## src/rtl/l2_instruction_port.sv

```systemverilog
// In-order instruction fetch port between the L1 I-cache L2 channel and a fixed-latency memory.
// Credit-gated issue keeps issued-but-unconsumed reads within the response FIFO capacity.
module l2_instruction_port #(
   parameter int ADDRESS_WIDTH = 32,
   parameter int L2_BUS_WIDTH  = 32,
   parameter int QUEUE_DEPTH   = 4,
   parameter int MEM_LATENCY   = 2
) (
   input  logic                       CLK,
   input  logic                       RST,
   input  logic                       ADDRESS_TO_L2_VALID_INS,
   output logic                       ADDRESS_TO_L2_READY_INS,
   input  logic [ADDRESS_WIDTH-3:0]   ADDRESS_TO_L2_INS,
   output logic                       DATA_FROM_L2_VALID_INS,
   input  logic                       DATA_FROM_L2_READY_INS,
   output logic [L2_BUS_WIDTH-1:0]    DATA_FROM_L2_INS,
   output logic                       MEM_READ_EN,
   output logic [ADDRESS_WIDTH-3:0]   MEM_ADDRESS,
   input  logic [L2_BUS_WIDTH-1:0]    MEM_READ_DATA
);

   localparam int PW = $clog2(QUEUE_DEPTH);
   localparam int CW = PW + 1;
   localparam int WA = ADDRESS_WIDTH - 2;

   logic [WA-1:0]           req_mem [QUEUE_DEPTH];
   logic [PW-1:0]           req_wr_ptr, req_rd_ptr;
   logic [CW-1:0]           req_cnt;
   logic [L2_BUS_WIDTH-1:0] resp_mem [QUEUE_DEPTH];
   logic [PW-1:0]           resp_wr_ptr, resp_rd_ptr;
   logic [CW-1:0]           resp_cnt;
   logic [CW-1:0]           inflight_cnt;
   logic [MEM_LATENCY-1:0]  vpipe;
   logic [WA-1:0]           mem_addr_q;
   logic [CW:0]             credit_used;
   logic                    req_full, req_empty, resp_empty;
   logic                    push, issue, ret, pop;

   always_comb begin
      req_full    = (req_cnt == CW'(QUEUE_DEPTH));
      req_empty   = (req_cnt == '0);
      resp_empty  = (resp_cnt == '0);
      // Registered counts only: a response popped this cycle frees its credit next cycle.
      credit_used = {1'b0, inflight_cnt} + {1'b0, resp_cnt};
      issue       = !RST && !req_empty && (credit_used < (CW+1)'(QUEUE_DEPTH));
      push        = ADDRESS_TO_L2_VALID_INS && ADDRESS_TO_L2_READY_INS;
      ret         = vpipe[MEM_LATENCY-1];
      pop         = DATA_FROM_L2_VALID_INS && DATA_FROM_L2_READY_INS;
   end

   assign ADDRESS_TO_L2_READY_INS = !req_full && !RST;
   assign DATA_FROM_L2_VALID_INS  = !resp_empty;
   assign DATA_FROM_L2_INS        = resp_empty ? '0 : resp_mem[resp_rd_ptr];
   assign MEM_READ_EN             = issue;
   assign MEM_ADDRESS             = issue ? req_mem[req_rd_ptr] : mem_addr_q;

   always_ff @(posedge CLK) begin
      if (push) req_mem[req_wr_ptr] <= ADDRESS_TO_L2_INS;
      if (ret)  resp_mem[resp_wr_ptr] <= MEM_READ_DATA;
   end

   always_ff @(posedge CLK) begin
      if (RST) begin
         req_wr_ptr <= '0;
         req_rd_ptr <= '0;
         req_cnt    <= '0;
         mem_addr_q <= '0;
      end else begin
         if (push)  req_wr_ptr <= req_wr_ptr + PW'(1);
         if (issue) begin
            req_rd_ptr <= req_rd_ptr + PW'(1);
            mem_addr_q <= req_mem[req_rd_ptr];
         end
         case ({push, issue})
            2'b10:   req_cnt <= req_cnt + CW'(1);
            2'b01:   req_cnt <= req_cnt - CW'(1);
            default: req_cnt <= req_cnt;
         endcase
      end
   end

   // Valid pipeline marks which memory cycles carry requested data; clearing it drops stale returns.
   always_ff @(posedge CLK) begin
      if (RST) begin
         vpipe <= '0;
      end else begin
         vpipe[0] <= issue;
         for (int unsigned i = 1; i < MEM_LATENCY; i++) vpipe[i] <= vpipe[i-1];
      end
   end

   always_ff @(posedge CLK) begin
      if (RST) begin
         inflight_cnt <= '0;
         resp_wr_ptr  <= '0;
         resp_rd_ptr  <= '0;
         resp_cnt     <= '0;
      end else begin
         case ({issue, ret})
            2'b10:   inflight_cnt <= inflight_cnt + CW'(1);
            2'b01:   inflight_cnt <= inflight_cnt - CW'(1);
            default: inflight_cnt <= inflight_cnt;
         endcase
         if (ret) resp_wr_ptr <= resp_wr_ptr + PW'(1);
         if (pop) resp_rd_ptr <= resp_rd_ptr + PW'(1);
         case ({ret, pop})
            2'b10:   resp_cnt <= resp_cnt + CW'(1);
            2'b01:   resp_cnt <= resp_cnt - CW'(1);
            default: resp_cnt <= resp_cnt;
         endcase
      end
   end

endmodule

```

## config.mk

```make
export PLATFORM = sky130hd
export DESIGN_NAME = l2_instruction_port
export DESIGN_NICKNAME = d
export VERILOG_FILES = /design/src/rtl/l2_instruction_port.sv
export SDC_FILE = /design/constraint.sdc
export NUM_CORES = 1
export LEC_CHECK = 0
export CAP_MARGIN = 20
export CORE_MARGIN = 4
export CORE_UTILIZATION = 50
export CTS_CLUSTER_SIZE = 12
export DETAILED_ROUTE_END_ITERATION = 7
export DONT_BUFFER_PORTS = 1
export GPL_TIMING_DRIVEN = 0
export SLEW_MARGIN = 10
export SYNTH_ARGS = -nofsm -noshare
export SYNTH_HDL_FRONTEND = slang
export SYNTH_SLANG_ARGS = --single-unit
export TNS_END_PERCENT = 1
```

## constraint.sdc

```tcl
create_clock -name CLK -period 5.1 [get_ports CLK]
set_input_delay 1.02 -clock CLK [delete_from_list [all_inputs] [get_ports CLK]]
set_output_delay 1.02 -clock CLK [all_outputs]
set_load 0.05 [all_outputs]
```

Word level (Yosys, flattened, before mapping)
Memories as Yosys holds them, arrays and structs flattened. A register that Yosys moved wholly into a read port is not among the register bits.
Index checks and enable logic that the tools add are counted.
{ "classes": {"n_reduce_logical": 14, "n_lt_le_gt_ge": 1, "eq_ne": 7, "mux": 13, "add_sub_neg": 11} }
{ "ops": {"columns": ["cell", "count"], "rows": [
  ["32-bit two-way mux", 1],
  ["30-bit two-way mux", 1],
  ["3-bit case mux with 2 select lines", 3],
  ["3-bit by 1-bit adder with 3-bit output (second input constant)", 3],
  ["3-bit by 1-bit subtractor with 3-bit output (second input constant)", 3],
  ["2-bit by 1-bit adder with 2-bit output (second input constant)", 4],
  ["2-bit two-way mux", 4],
  ["2-bit by 1-bit equality test with 1-bit output (second input constant)", 3],
  ["2-bit equality test (second input constant)", 3],
  ["3-bit zero test", 2],
  ["2-bit nonzero test", 3],
  ["1-bit logical AND", 5],
  ["3-bit by 3-bit adder with 4-bit output", 1],
  ["1-bit zero test", 4],
  ["4-bit by 3-bit less-than comparator with 1-bit output (second input constant)", 1],
  ["1-bit two-way mux", 4],
  ["3-bit equality test (second input constant)", 1]
]} }
{ "totals": {"output_inout_bits": 65, "ff_bits": 49, "input_bits": 66, "ram_bits": 248, "word_cells": 57, "memories": 2} }
{ "mem_list": {"columns": ["memory", "words", "width", "rd", "rd_ports_with_merged_regs", "write_ports", "line", "rtl"], "rows": [
  ["resp_mem", 4, 32, 1, 1, 1, "29", "logic [L2_BUS_WIDTH-1:0] resp_mem [QUEUE_DEPTH];"],
  ["req_mem", 4, 30, 1, 1, 1, "26", "logic [WA-1:0] req_mem [QUEUE_DEPTH];"]
]} }

Logic depth before layout (Yosys ltp)
{ "depth": {"ltp_word": 6, "depth_mapped": 10} }

Least setup slack after synthesis
Ideal clock, no wire load.
{ "synth_path": {"kind": "input to register", "from": "input port RST", "to": "register req_cnt[2]", "setup_slack_ns": 1.543, "cell_stages": 9, "path_buffers": 1, "required_time_ns": 5.030, "t_arrival_ns": 3.487, "setup_time_ns": 0.070, "path_cell_list": "or4_1 > buf_2 > nor3_4 > ha_1 > inv_1 > fa_1 > xor2_1 > or3_1 > a21oi_1"} }
{ "synth_between": {"elab_chain_len": 5, "word_cells_on_any_way": 9, "cone_classes": "eq/ne (2); mux (1); reduce/logical (6)"} }
{ "synth_lines": {"columns": ["element", "line", "rtl"], "rows": [
  ["from (decl)", "10", "input logic RST,"],
  ["1-bit zero test *", "45", "issue = !RST && !req_empty && (credit_used < (CW+1)'(QUEUE_DEPTH));"],
  ["1-bit logical AND * (2 in a row)", "45", null],
  ["via MEM_READ_EN", "17", "output logic MEM_READ_EN,"],
  ["2-bit by 1-bit equality test with 1-bit output / 2-bit equality test (equally long branches)", "74", "case ({push, issue})"],
  ["3-bit case mux with 2 select lines / 2-bit nonzero test (equally long branches)", null, null],
  ["to (signal assigned)", "75", "2'b10: req_cnt <= req_cnt + CW'(1);"],
  ["to (signal assigned)", "76", "2'b01: req_cnt <= req_cnt - CW'(1);"],
  ["to (signal assigned)", "77", "default: req_cnt <= req_cnt;"],
  ["to (decl)", "28", "logic [CW-1:0] req_cnt;"]
]} }
The timed path passes the listed nets; every way through them passes the cells marked *.
A chain may end at the register's enable or synchronous reset.

Worst setup path after layout
{ "layout_path": {"from": "register resp_cnt[2]", "to": "output port MEM_ADDRESS[19]"} }
{ "layout_between": {"elab_chain_len": 4} }
{ "layout_lines": {"columns": ["element", "line", "rtl"], "rows": [
  ["from (decl)", "31", "logic [CW-1:0] resp_cnt;"],
  ["from (signal assigned)", "107", "2'b10: resp_cnt <= resp_cnt + CW'(1);"],
  ["from (signal assigned)", "108", "2'b01: resp_cnt <= resp_cnt - CW'(1);"],
  ["from (signal assigned)", "109", "default: resp_cnt <= resp_cnt;"],
  ["3-bit by 3-bit adder with 4-bit output", "44", "credit_used = {1'b0, inflight_cnt} + {1'b0, resp_cnt};"],
  ["4-bit by 3-bit less-than comparator with 1-bit output", "45", null],
  ["1-bit logical AND", "45", null],
  ["30-bit two-way mux", null, null],
  ["to (decl)", "18", "output logic [ADDRESS_WIDTH-3:0] MEM_ADDRESS,"]
]} }
Every way passes these cells.

==> key figures <==
Die
  • Core box area: 0.0234 mm2
  • Die Width: 162 um
  • Die area: 0.0262 mm2
  • I/O pins: 131
  • Die Y: 162 um
  • Initial core utilization: 50.6%
  • Cell row count: 56

Synth
  • Yosys warns: 0
  • Yosys reg bits: 301
  • Syn_nets: 739
  • Mapped Area: 0.0118 mm2
  • Post-synth top area share: 62.9%
  • Synth Instances: 657
  • Ys flop type: edfxtp_1
  • Area leader, netlist: edfxtp_1
  • Mapped Avg Cell Area: 18.0 um2
  • Register area share after synthesis: 71.8%
  • Post-synth EDFFs: 248
  • Post-synth cell types: 33
  • Ys async rst share: 0%
  • Top cells by area, synth: edfxtp_1 (63%), mux4_2 (12%), dfxtp_1 (9.0%)

Pwr
  • Switching part of the total: 34.9%
  • Int Power: 4.61 mW
  • Leakage power: 4.34 nW
  • Max VDD drop: 0.406 mV
  • Power density cells: 529 mW/mm2
  • Comb power frac: 29.2%
  • Total power: 7.08 mW
  • Sw Pwr: 2.47 mW
  • Clock share of power: 28.6%
  • Flop pwr share: 42.1%

Clock network
  • Worst-path clk slew: 0.06 ns
  • CTS tree: yes
  • Clock Tree Buf Depth: 3
  • Post_cts resized: 0
  • CTS Sinks: 301
  • Latest clock arrival within the worst-skew pair: 0.53 ns
  • Post-CTS Setup Bufs: 0
  • Root Buffer: clkbuf_16
  • CTS Buf Count: 31
  • H-tree depth: 1
  • Hold-fix buffers, CTS: 0

Critical path
  • Worst-path cell chain: ha_1, nor4_1, clkbuf_1, nand4_1, nand2_1
  • Critical path endpoint category: output port
  • Crit-path max cell delay: 0.71 ns
  • Arr. time, crit path: 3.04 ns
  • Crit path launch type: flop
  • WS Path Type: reg -> out
  • CP max stage cell: nor4_1
  • Worst Path Max Fanout: 10
  • Critical Path RT: 4.08 ns

STA
  • Final worst setup slack: 1.04 ns
  • RSZ-0062 raised after global routing: false
  • Tmin final: 4.06 ns
  • Rel. slew slack: 28.5%
  • Fin crit share: 79.6%
  • Final Hold Fails: 0
  • Max Fclk: 246 MHz
  • Slew Limit Fails: 0
  • Setup TNS: 0 ns
  • Slew @ Worst Pin: 1.07 ns
  • Worst Skew: 0.00977 ns
  • Final setup vio count: 0

GRT
  • Grt ovf: 0
  • Largest net degree at the start of global routing: 22
  • Initial antenna violation count: 0
  • Total Routing Usage GR: 17.1%
  • First-pass GRT wire length: 34900 um
  • Vias in the first global route: 6260

Routing
  • Final WL: 22200 um
  • Drt initial violations: 367
  • Vias: 5857
  • DRT antenna net count: 0
  • Vias per std cell: 5.63
  • First drt pass iteration count: 4
  • Drt wl/cell: 21.3 um
  • Residual DRC: 0

Finish
  • Post-Route Utilization: 57.2%
  • Nets: 780
  • Share of cells above drive strength 1: 23.0%
  • Final non-filler cell total: 1041
  • Synth-to-Final Area Change: 13.1%
  • Number of fill cells: 1840
  • Antenna fix cells: 0

Placed design
  • Placed Cells: 984
  • DP HPWL: 15400 um
  • IO buf count: 0
  • Dpl ws: 1.18 ns
  • GP Congestion: 0.722

Run status
  • Status: complete, no violations

Run
  • Max-cap violations: 0

Hold path
  • Hold WC Path Type: reg -> reg
==> placed cells by master, fill, tap and decap left out, types with 2 or more instances in the layout <==
cell type	Yosys	layout
clkbuf_8	0	4
nand4_1	31	31
o31ai_1	2	2
dfxtp_1	53	53
clkbuf_16	0	31
or3_1	4	4
mux2i_1	6	6
clkinv_2	0	2
buf_1	2	2
clkbuf_1	23	40
buf_2	14	14
edfxtp_1	248	248
buf_6	3	3
nand2_1	33	33
xor2_1	7	7
inv_1	16	16
nor3_1	2	2
mux4_2	62	62
ha_1	13	13
nor2b_1	33	33
xnor2_1	2	2
o21ai_0	3	3
a21oi_1	35	35
nor3b_1	2	2
nor2_1	15	15
buf_16	0	7
o31ai_2	29	29
and2_2	0	8
fa_1	3	3
==> cells in the mapped netlist (6+ instances only) <==
master,instances
and2_1,8
mux4_2,62
edfxtp_1,248
nand4_1,31
nand2_1,33
dfxtp_1,53
ha_1,13
nor2_1,15
xor2_1,7
mux2i_1,6
inv_1,16
buf_2,14
clkbuf_1,23
o31ai_2,29
a21oi_1,35
nor2b_1,33
==> layer usage <==
layer  wire [um]  vias to the layer above  global-route usage, %
li1            -                     2680                      -
met1        8070                     2985                   18.8
met2       11600                      149                   31.1
met3        1880                       43                   6.17
met4         639                        0                   4.84
met5           0                        -                  0.379
==> path summary, 6_finish.rpt <==
path         cells after the start  slack, ns        start              end
max reg2reg                     10       1.56  resp_cnt[2]       req_cnt[2]
max                              5       1.04  resp_cnt[2]  MEM_ADDRESS[19]
min                              1       0.44     vpipe[0]         vpipe[1]
min reg2reg                      1       0.44     vpipe[0]         vpipe[1]
==> power by group through the flow <==
stage	logic, mW	registers, mW	clock network [mW]
global route	2.21	3.00	2.19
detailed placement	2.10	3.03	0
CTS	2.10	2.98	2.08
finish	2.07	2.98	2.03
floorplan	1.75	3.00	0
global placement	2.04	3.02	0
==> kinds of logic after synthesis <==
logic type / count (synthesis) / synth area share [%]
simple gates: 134 / 6.18
mux: 69 / 12.4
xor+xnor: 9 / 0.666
flops: 301 / 71.8
fa+ha+maj: 16 / 1.88
compound gates: 70 / 4.87
buf+inv: 58 / 2.18
==> worst max-delay path, delay by kind of cell (launching register included) <==
family        cells  cell delay (ns)
fa+ha+maj         1             0.27
buf+inv           1             0.42
flops             1             0.41
simple gates      3             1.40
==> stage by stage <==
stage          hold WS (ns)  cell area (um2)
4_1_cts               0.450            13400
3_3_place_gp          0.430            12200
3_5_place_dp          0.435            12500
6_report              0.440            13400
2_1_floorplan         0.414            11800
5_1_grt               0.472            13400
==> flip-flops by register name, indices dropped and copies added, names as in the netlist, named ones only <==
signal	flops
req_mem	120
req_cnt	3
resp_wr_ptr	2
req_rd_ptr	2
resp_rd_ptr	2
vpipe	2
mem_addr_q	30
resp_cnt	3
resp_mem	128
req_wr_ptr	2
inflight_cnt	3
==> area by class of cell <==
type	count	area, um2	area share (%)
flip-flops and latches	301	8510	63.5
multi-input cells	298	3090	23.1
well taps	319	399	2.98
inverters	16	60.1	0.449
clock buffers	52	895	6.68
repair buffers	8	213	1.59
plain buffers	42	198	1.48
clock inverters	5	30.0	0.224
Note: power is estimated with default switching activity, not from simulation.
